**config.mk**
```make
export PLATFORM = sky130hd
export DESIGN_NAME = stat_merge_pipe
export DESIGN_NICKNAME = d
export VERILOG_FILES = /design/src/rtl/stat_merge_pipe.sv
export SDC_FILE = /design/constraint.sdc
export NUM_CORES = 2
export LEC_CHECK = 0
export CORE_MARGIN = 3
export CORE_UTILIZATION = 58
export CTS_BUF_LIST = sky130_fd_sc_hd__clkbuf_8 sky130_fd_sc_hd__clkbuf_16
export DETAILED_ROUTE_END_ITERATION = 8
export PLACE_DENSITY = 0.92
export SLEW_MARGIN = 0
export SYNTH_ARGS = -nofsm -noshare
export SYNTH_HDL_FRONTEND = slang
export SYNTH_SLANG_ARGS = --single-unit
```
**constraint.sdc**
```tcl
create_clock -name clk -period 44.8 [get_ports clk]
set_clock_uncertainty 0.15 [all_clocks]
set_input_delay 8.96 -clock clk [delete_from_list [all_inputs] [get_ports clk]]
set_output_delay 8.96 -clock clk [all_outputs]
set_load 0.005 [all_outputs]
```
**src/rtl/stat_merge_pipe.sv**
```systemverilog
// Merges N_CH partial sum / sum-of-squares channels through a registered pairwise adder tree.
// An optional accumulator follows the tree. Define STAT_MERGE_OVF_EN to add the sticky ovf output.
module stat_merge_pipe #(
   parameter int N_CH = 5,
   parameter int W    = 64
) (
   input  logic              clk,
   input  logic              reset,
   input  logic              in_valid,
   output logic              in_ready,
   input  logic [N_CH*W-1:0] sum_in,
   input  logic [N_CH*W-1:0] sq_in,
   input  logic [N_CH-1:0]   ch_mask,
   input  logic              acc_mode,
   input  logic              acc_clr,
   output logic              out_valid,
   input  logic              out_ready,
   output logic [W-1:0]      sum_out,
   output logic [W-1:0]      sq_out,
   output logic [15:0]       set_cnt
`ifdef STAT_MERGE_OVF_EN
   ,
   output logic              ovf
`endif
);

   localparam int L   = $clog2(N_CH) + 1;
   localparam int LVL = L - 1;

   function automatic int lvl_cnt(input int l);
      return (N_CH + (1 << l) - 1) >> l;
   endfunction

   function automatic logic [W-1:0] mask_word(input logic [W-1:0] v, input logic en);
      return en ? v : '0;
   endfunction

   function automatic logic [15:0] sat_inc(input logic [15:0] c);
      return (c == 16'hFFFF) ? c : c + 16'd1;
   endfunction

   logic              stall;
   logic              clr_eff;
   logic              clr_pend;
   logic [LVL:1]      vld_p;
   logic [LVL:1]      mode_p;
   logic [W-1:0]      sum_p   [1:LVL][0:N_CH-1];
   logic [W-1:0]      sq_p    [1:LVL][0:N_CH-1];
   logic [W-1:0]      op_sum  [0:LVL-1][0:N_CH-1];
   logic [W-1:0]      op_sq   [0:LVL-1][0:N_CH-1];
   logic [W-1:0]      nxt_sum [1:LVL][0:N_CH-1];
   logic [W-1:0]      nxt_sq  [1:LVL][0:N_CH-1];
   logic [W-1:0]      tree_sum, tree_sq;
   logic [W-1:0]      acc_sum, acc_sq;
   logic [W-1:0]      acc_sum_nxt, acc_sq_nxt;
   logic [15:0]       acc_cnt;
`ifdef STAT_MERGE_OVF_EN
   logic [LVL-1:0]    op_ovf;
   logic [LVL:1]      ovf_p, nxt_ovf;
   logic              c_s, c_q, acc_c_s, acc_c_q;
`endif

   assign stall    = out_valid && !out_ready;
   assign in_ready = !stall;
   assign clr_eff  = acc_clr || clr_pend;
   assign tree_sum = sum_p[LVL][0];
   assign tree_sq  = sq_p[LVL][0];

   // Tree operands: masked inputs feed level 0, registered levels feed the rest.
   // An odd trailing operand is carried to the next level unchanged.
   always_comb begin
      for (int l = 0; l < LVL; l++) begin
         for (int j = 0; j < N_CH; j++) begin
            op_sum[l][j] = '0;
            op_sq[l][j]  = '0;
         end
      end
      for (int j = 0; j < N_CH; j++) begin
         op_sum[0][j] = mask_word(sum_in[j*W +: W], ch_mask[j]);
         op_sq[0][j]  = mask_word(sq_in[j*W +: W], ch_mask[j]);
      end
      for (int l = 1; l < LVL; l++) begin
         for (int j = 0; j < N_CH; j++) begin
            op_sum[l][j] = sum_p[l][j];
            op_sq[l][j]  = sq_p[l][j];
         end
      end
`ifdef STAT_MERGE_OVF_EN
      c_s    = 1'b0;
      c_q    = 1'b0;
      op_ovf = '0;
      for (int l = 1; l < LVL; l++) op_ovf[l] = ovf_p[l];
`endif
      for (int l = 0; l < LVL; l++) begin
         for (int j = 0; j < N_CH; j++) begin
            nxt_sum[l+1][j] = '0;
            nxt_sq[l+1][j]  = '0;
         end
`ifdef STAT_MERGE_OVF_EN
         nxt_ovf[l+1] = op_ovf[l];
`endif
         for (int j = 0; j < N_CH/2; j++) begin
            if (2*j+1 < lvl_cnt(l)) begin
`ifdef STAT_MERGE_OVF_EN
               {c_s, nxt_sum[l+1][j]} = {1'b0, op_sum[l][2*j]} + {1'b0, op_sum[l][2*j+1]};
               {c_q, nxt_sq[l+1][j]}  = {1'b0, op_sq[l][2*j]} + {1'b0, op_sq[l][2*j+1]};
               nxt_ovf[l+1] = nxt_ovf[l+1] | c_s | c_q;
`else
               nxt_sum[l+1][j] = op_sum[l][2*j] + op_sum[l][2*j+1];
               nxt_sq[l+1][j]  = op_sq[l][2*j] + op_sq[l][2*j+1];
`endif
            end
         end
         if (lvl_cnt(l) % 2 == 1) begin
            nxt_sum[l+1][lvl_cnt(l)/2] = op_sum[l][lvl_cnt(l)-1];
            nxt_sq[l+1][lvl_cnt(l)/2]  = op_sq[l][lvl_cnt(l)-1];
         end
      end
   end

   always_comb begin
`ifdef STAT_MERGE_OVF_EN
      {acc_c_s, acc_sum_nxt} = {1'b0, acc_sum} + {1'b0, tree_sum};
      {acc_c_q, acc_sq_nxt}  = {1'b0, acc_sq} + {1'b0, tree_sq};
`else
      acc_sum_nxt = acc_sum + tree_sum;
      acc_sq_nxt  = acc_sq + tree_sq;
`endif
   end

   // Stage boundary: tree levels _p1.._pLVL
   always_ff @(posedge clk) begin
      if (!stall) begin
         for (int l = 1; l <= LVL; l++) begin
            for (int j = 0; j < N_CH; j++) begin
               sum_p[l][j] <= nxt_sum[l][j];
               sq_p[l][j]  <= nxt_sq[l][j];
            end
         end
      end
   end

   always_ff @(posedge clk) begin
      if (reset) begin
         vld_p  <= '0;
         mode_p <= '0;
`ifdef STAT_MERGE_OVF_EN
         ovf_p  <= '0;
`endif
      end else if (!stall) begin
         vld_p  <= LVL'({vld_p, in_valid});
         mode_p <= LVL'({mode_p, acc_mode});
`ifdef STAT_MERGE_OVF_EN
         ovf_p  <= nxt_ovf;
`endif
      end
   end

   // Stage boundary: output / accumulate register; a clear seen while stalled waits in clr_pend
   always_ff @(posedge clk) begin
      if (reset) begin
         out_valid <= 1'b0;
         sum_out   <= '0;
         sq_out    <= '0;
         set_cnt   <= '0;
         acc_sum   <= '0;
         acc_sq    <= '0;
         acc_cnt   <= '0;
         clr_pend  <= 1'b0;
`ifdef STAT_MERGE_OVF_EN
         ovf       <= 1'b0;
`endif
      end else if (stall) begin
         if (acc_clr) clr_pend <= 1'b1;
      end else begin
         clr_pend  <= 1'b0;
         out_valid <= vld_p[LVL];
         if (vld_p[LVL] && mode_p[LVL]) begin
            if (clr_eff) begin
               acc_sum <= tree_sum;
               acc_sq  <= tree_sq;
               acc_cnt <= 16'd1;
               sum_out <= tree_sum;
               sq_out  <= tree_sq;
               set_cnt <= 16'd1;
            end else begin
               acc_sum <= acc_sum_nxt;
               acc_sq  <= acc_sq_nxt;
               acc_cnt <= sat_inc(acc_cnt);
               sum_out <= acc_sum_nxt;
               sq_out  <= acc_sq_nxt;
               set_cnt <= sat_inc(acc_cnt);
            end
         end else begin
            if (vld_p[LVL]) begin
               sum_out <= tree_sum;
               sq_out  <= tree_sq;
               set_cnt <= 16'd1;
            end else if (clr_eff) begin
               set_cnt <= 16'd0;
            end
            if (clr_eff) begin
               acc_sum <= '0;
               acc_sq  <= '0;
               acc_cnt <= '0;
            end
         end
`ifdef STAT_MERGE_OVF_EN
         if (clr_eff)
            ovf <= vld_p[LVL] && ovf_p[LVL];
         else
            ovf <= ovf || (vld_p[LVL] && (ovf_p[LVL] || (mode_p[LVL] && (acc_c_s || acc_c_q))));
`endif
      end
   end

endmodule

```
# Yosys cells after proc, flatten, opt, wreduce, memory -nomap -nowiden
# Memory sizes are Yosys's and may differ from the RTL's.
# Cells that the tools add are included.
# W data, S select, Z words.
[totals]
register_bits = 296
ram_bits = 1152
inputBits = 651
out_inout_bits = 146
elab_cells = 63
mem_count = 2
[op_classes]
add_sub_neg = 11
n_eq_ne = 1
muxes = 26
bitwise = 1
reduce_logical = 12
[mem_list]
columns = ["name", "depth", "width", "rd", "rd_ports_with_merged_regs", "write_ports", "line", "text"]
rows = [
  ["sq_p", 3, 192, 3, 0, 3, "48", "logic [W-1:0] sq_p [1:LVL][0:N_CH-1];"],
  ["sum_p", 3, 192, 3, 0, 3, "47", "logic [W-1:0] sum_p [1:LVL][0:N_CH-1];"],
]
[op_table]
columns = ["cell", "count"]
rows = [
  ["$mux W64", 19],
  ["$add A64 B64 Y64", 10],
  ["$mux W16", 6],
  ["$add A16 B1 Y16 const B", 1],
  ["$eq A16 B16 Y1 const B", 1],
  ["$reduce_and A2 Y1", 3],
  ["$reduce_bool A2 Y1", 2],
  ["$reduce_bool A3 Y1", 1],
  ["$logic_and A1 B1 Y1", 2],
  ["$logic_not A1 Y1", 2],
  ["$reduce_or A2 Y1", 1],
  ["$logic_or A1 B1 Y1", 1],
  ["$mux W1", 1],
  ["$not A1 Y1", 1],
]

# Depth between registers and ports, before layout
[logic_depth]
depth_word = 4
ltp_mapped = 18
depth_no_buf = 15

# Worst setup path after synthesis
# OpenSTA, ideal clock, no wires.
[synth_path]
path_kind = "in2out"
start = "input port out_ready"
end = "output port in_ready"
arrival_time_ns = 30.001
required_ns = 35.690
slack_ns = 5.689
stages = 3
path_buffers = 1
path_cell_list = "nor2b_1 -> inv_1 -> clkbuf_1"
[synth_between]
elab_chain_len = 3
[synth_lines]
columns = ["item", "line", "text"]
rows = [
  ["start, declared", "17", "input logic out_ready,"],
  ["$logic_not A1 Y1", "63", "assign stall = out_valid && !out_ready;"],
  ["$logic_and A1 B1 Y1", "63", ""],
  ["$logic_not A1 Y1", "-", ""],
  ["end, declared", "10", "output logic in_ready,"],
]
# No other way between the ends.

# Worst setup path after layout
# Ends and elaborated chain as after synthesis.

==> metrics.txt <==
# TYPE chip_impl_metric gauge
chip_impl_info{name="outcome",value="finished clean"} 1
chip_impl_metric{name="io_buffers",unit=""} 796
chip_impl_metric{name="clkLatencyLatePin",unit="ns"} 0.72
chip_impl_info{name="rsz0062_at_grt",value="false"} 1
chip_impl_metric{name="htree_num_levels",unit=""} 3
chip_impl_metric{name="fraction_of_the_cycle_the_final_worst_path_needs",unit="%"} 45.1
chip_impl_metric{name="synth.yosys.warnings",unit=""} 0
chip_impl_metric{name="placementRows",unit=""} 130
chip_impl_metric{name="synth.net_count",unit=""} 9384
chip_impl_info{name="most-common-layout-cells",value="894 x a21oi_1, 790 x clkdlybuf4s50_1, 768 x edfxtp_1, 737 x nand2_1, 680 x and2_1"} 1
chip_impl_metric{name="drcViolationCount",unit=""} 0
chip_impl_info{name="critical_path.startpoint_type",value="input port"} 1
chip_impl_metric{name="totalWireLength",unit="um"} 238000
chip_impl_metric{name="final.min_clock_period",unit="ns"} 20.23
chip_impl_metric{name="syn-cell-area",unit="mm2"} 0.0742
chip_impl_metric{name="worst_pin_slew",unit="ns"} 1.28
chip_impl_metric{name="post_cts.repair.setup_buffers",unit=""} 0
chip_impl_metric{name="postLayoutCoreUtil",unit="%"} 68.8
chip_impl_metric{name="detailed_place_hpwl",unit="um"} 184000
chip_impl_metric{name="yosysSeqAreaShare",unit="%"} 39.0
chip_impl_metric{name="grt_pass1_wl",unit="um"} 361000
chip_impl_metric{name="cells_after_synthesis",unit=""} 8092
chip_impl_metric{name="cp.arrival",unit="ns"} 11.12
chip_impl_metric{name="cts-buffers-inserted",unit=""} 109
chip_impl_info{name="worst_path_dominant_cell_family",value="buffers and inverters"} 1
chip_impl_metric{name="maximum_buffer_depth_of_the_clock_tree",unit=""} 3
chip_impl_metric{name="drt.antenna.violating_nets",unit=""} 0
chip_impl_metric{name="dr.first_iter.drc_count",unit=""} 6755
chip_impl_metric{name="core_area",unit="mm2"} 0.126
chip_impl_info{name="most_frequent_standard_cell_in_the_layout_excluding_fill_and_tap_cells",value="a21oi_1"} 1
chip_impl_metric{name="leakagePower",unit="nW"} 36.6
chip_impl_metric{name="final_hold_viol_count",unit=""} 0
chip_impl_metric{name="synthesis.area_per_instance",unit="um2"} 9.17
chip_impl_metric{name="synth_enable_flop_cells",unit=""} 768
chip_impl_metric{name="place_congestion",unit=""} 0.973
chip_impl_metric{name="vdd.ir_drop.worst",unit="mV"} 0.0370
chip_impl_metric{name="cellPowerDensity",unit="mW/mm2"} 45.0
chip_impl_info{name="end_kind",value="output pin"} 1
chip_impl_info{name="critPathMostFrequentCell",value="clkdlybuf4s50_1"} 1
chip_impl_metric{name="synth.lib_cells_used.distinct",unit=""} 101
chip_impl_metric{name="grt_overflow_total",unit=""} 0
chip_impl_metric{name="io_pins",unit=""} 797
chip_impl_metric{name="grt_max_degree",unit=""} 190
chip_impl_metric{name="fin_tns_setup",unit="ns"} 0
chip_impl_metric{name="initial_core_util",unit="%"} 58.7
chip_impl_metric{name="final_max_slew_violation_count",unit=""} 0
chip_impl_metric{name="number_of_global_route_vias_before_repair",unit=""} 62700
chip_impl_metric{name="global_route.usage.total",unit="%"} 34.6
chip_impl_metric{name="drtPass1Iterations",unit=""} 8
chip_impl_info{name="root_buffer",value="clkbuf_16"} 1
chip_impl_metric{name="achievable-frequency",unit="MHz"} 49.4
chip_impl_metric{name="fill_cell_count",unit=""} 9681
chip_impl_metric{name="worst_slew_margin_rel",unit="%"} 14.3
chip_impl_metric{name="route.detailed.wl_per_inst",unit="um"} 22.9
chip_impl_metric{name="postCtsHoldBufs",unit=""} 0
chip_impl_info{name="worst_path_max_delay_cell",value="clkdlybuf4s50_1"} 1
chip_impl_metric{name="critical_path_peak_fanout",unit=""} 88
chip_impl_metric{name="critical_path.n_buffers_inverters",unit=""} 3
chip_impl_metric{name="worst-endpoint-required",unit="ns"} 35.69
chip_impl_metric{name="synth-seq-cells",unit=""} 1064
chip_impl_info{name="tritoncts_clock_tree",value="done"} 1
chip_impl_metric{name="floorplan.die.width",unit="um"} 364
chip_impl_metric{name="count_of_vias_placed_by_the_detailed_router",unit=""} 65600
chip_impl_metric{name="drive_above_1_share",unit="%"} 3.51
chip_impl_metric{name="slowest_delay",unit="ns"} 0.68
chip_impl_metric{name="multi_input_area",unit="mm2"} 0.0432
chip_impl_metric{name="grt_antenna_before_repair",unit=""} 23
chip_impl_metric{name="setup-violations-final",unit=""} 0
chip_impl_info{name="type_of_the_worst_min_delay_path",value="register to register"} 1
chip_impl_metric{name="clock_sinks",unit=""} 1064
chip_impl_metric{name="dieHeight",unit="um"} 364
chip_impl_metric{name="post_drt_via_cell_ratio",unit=""} 6.31
chip_impl_info{name="synth_ff_type",value="edfxtp_1"} 1
chip_impl_info{name="worstPathCellList",value="clkdlybuf4s50_1 > nor2b_2 > inv_8 > clkdlybuf4s50_1"} 1
chip_impl_metric{name="cts-resized-gates",unit=""} 0
chip_impl_info{name="worst-setup-path-type",value="input port to output pin"} 1
chip_impl_metric{name="regArea",unit="mm2"} 0.0290
chip_impl_metric{name="timing.max_cap.violations",unit=""} 0
chip_impl_metric{name="worst_hold_margin",unit="ns"} 0.259
chip_impl_metric{name="asyncSetResetFlopFracSynth",unit="%"} 0
chip_impl_metric{name="floorplan.die_area",unit="mm2"} 0.132
chip_impl_metric{name="clkSlewWorstSetupHoldPaths",unit="ns"} 0.06
chip_impl_metric{name="num-nets-final",unit=""} 9932
chip_impl_metric{name="area_delta_synth_final",unit="%"} 17.1
==> kinds of logic (layout without fill, tap and decap cells) <==
group | Yosys count | after routing | synth area share, %
AOI/OAI and AO/OA | 2545 | 2545 | 21.9
xor gates and xnor gates | 610 | 610 | 7.20
adders and majority gates | 641 | 641 | 10.9
buffers and inverters | 542 | 1184 | 2.78
DFF | 1064 | 1064 | 39.0
muxes | 15 | 15 | 0.206
other | 0 | 14 | 0
and+or+nand+nor | 2675 | 2675 | 18.0
==> routing by layer <==
metal	wire (um)	GRT usage (%)
met4	9130	13.1
met2	107000	54.5
met3	19900	5.55
met5	27	0
met1	102000	48.1
==> synth_stat cells (14+ instances only) <==
| cell type | number | share of area (%) |
|---|---|---|
| nor3_1 | 134 | 0.90 |
| or2_2 | 14 | 0.12 |
| a21o_1 | 400 | 4.0 |
| or3_1 | 21 | 0.18 |
| and3_1 | 53 | 0.45 |
| and4_1 | 22 | 0.26 |
| dfxtp_1 | 296 | 8.0 |
| o31ai_1 | 32 | 0.32 |
| xnor2_1 | 369 | 4.4 |
| nand2_1 | 739 | 3.7 |
| o21ai_0 | 394 | 2.7 |
| a221o_1 | 22 | 0.30 |
| ha_1 | 631 | 11 |
| buf_1 | 15 | 0.076 |
| nor4_1 | 26 | 0.22 |
| a22oi_1 | 41 | 0.41 |
| inv_1 | 148 | 0.75 |
| nor2b_1 | 71 | 0.60 |
| nand3_1 | 124 | 0.84 |
| a211oi_1 | 165 | 1.7 |
| nand2b_1 | 67 | 0.56 |
| nand4_1 | 128 | 1.1 |
| buf_2 | 21 | 0.14 |
| edfxtp_1 | 768 | 31 |
| o21ai_1 | 46 | 0.31 |
| nor2_1 | 548 | 2.8 |
| o21a_1 | 71 | 0.72 |
| a21boi_0 | 16 | 0.16 |
| clkbuf_1 | 357 | 1.8 |
| o211ai_1 | 42 | 0.42 |
| a221oi_1 | 20 | 0.24 |
| o21bai_1 | 103 | 1.0 |
| a21oi_1 | 895 | 6.0 |
| a31o_2 | 14 | 0.17 |
| a2111oi_0 | 16 | 0.19 |
| a31oi_1 | 78 | 0.66 |
| a41oi_1 | 20 | 0.24 |
| and2_1 | 680 | 5.7 |
| xor2_1 | 241 | 2.8 |
==> sequential cells by signal (all words and copies together) (netlist names) <==
signal     count
sum_out       64
sq_p         384
out_valid      1
sq_out        64
vld_p          3
acc_sum       64
acc_sq        64
clr_pend       1
sum_p        384
set_cnt       16
acc_cnt       16
mode_p         3
==> final cells by class <==
cell class,count,share of cell area (%)
inverters,148,0.648
multi-input cells,6486,49.7
clock inverters,86,1.02
well taps,1650,2.37
clock buffers,119,3.35
flip-flops and latches,1064,33.3
diodes,14,0.0403
repair buffers,831,9.49
==> worst paths after layout <==
kind                  from            end  slack, ns  cells past startpoint
max              out_ready       in_ready      24.57                      4
min          sum_p[0][229]  sum_p[0][485]       0.26                      0
max reg2reg   sq_p[0][448]   sq_p[0][766]      39.64                     14
min reg2reg  sum_p[0][229]  sum_p[0][485]       0.26                      0
==> worst register-to-register path, cell delays in order (launching register included) <==
cell and delay, ns:
edfxtp_1 0.38, ha_1 0.25, fa_1 0.42, a21o_1 0.23
a2111oi_4 0.39, o21a_1 0.25, o211ai_1 0.23, a32oi_1 0.54
a21oi_1 0.24, o31a_1 0.38, a221o_1 0.31, a21o_1 0.22
a221oi_2 0.32, o21ai_1 0.12, xor2_1 0.46
==> per-stage QoR <==
step                      setup slack, ns  total power, mW  std cells  area, um2
after floorplan                      5.69             2.45       8092      74200
after global placement              24.63             2.88      10200      83100
after detailed placement            24.60             2.92      10200      83100
after CTS                           24.59             3.88      10400      86900
after global routing                24.51             4.11      10400      86900
final                               24.57             3.92      10400      86900
==> power by group <==
part           switching (mW)  leakage (nW)  total [mW]  internal [mW]
clock network           0.400          1.88       0.961          0.561
logic                   0.915          23.9        1.51          0.595
registers               0.136          10.9        1.44           1.31
total                    1.45          36.6        3.92           2.47
(Power assumes the default switching activity.)
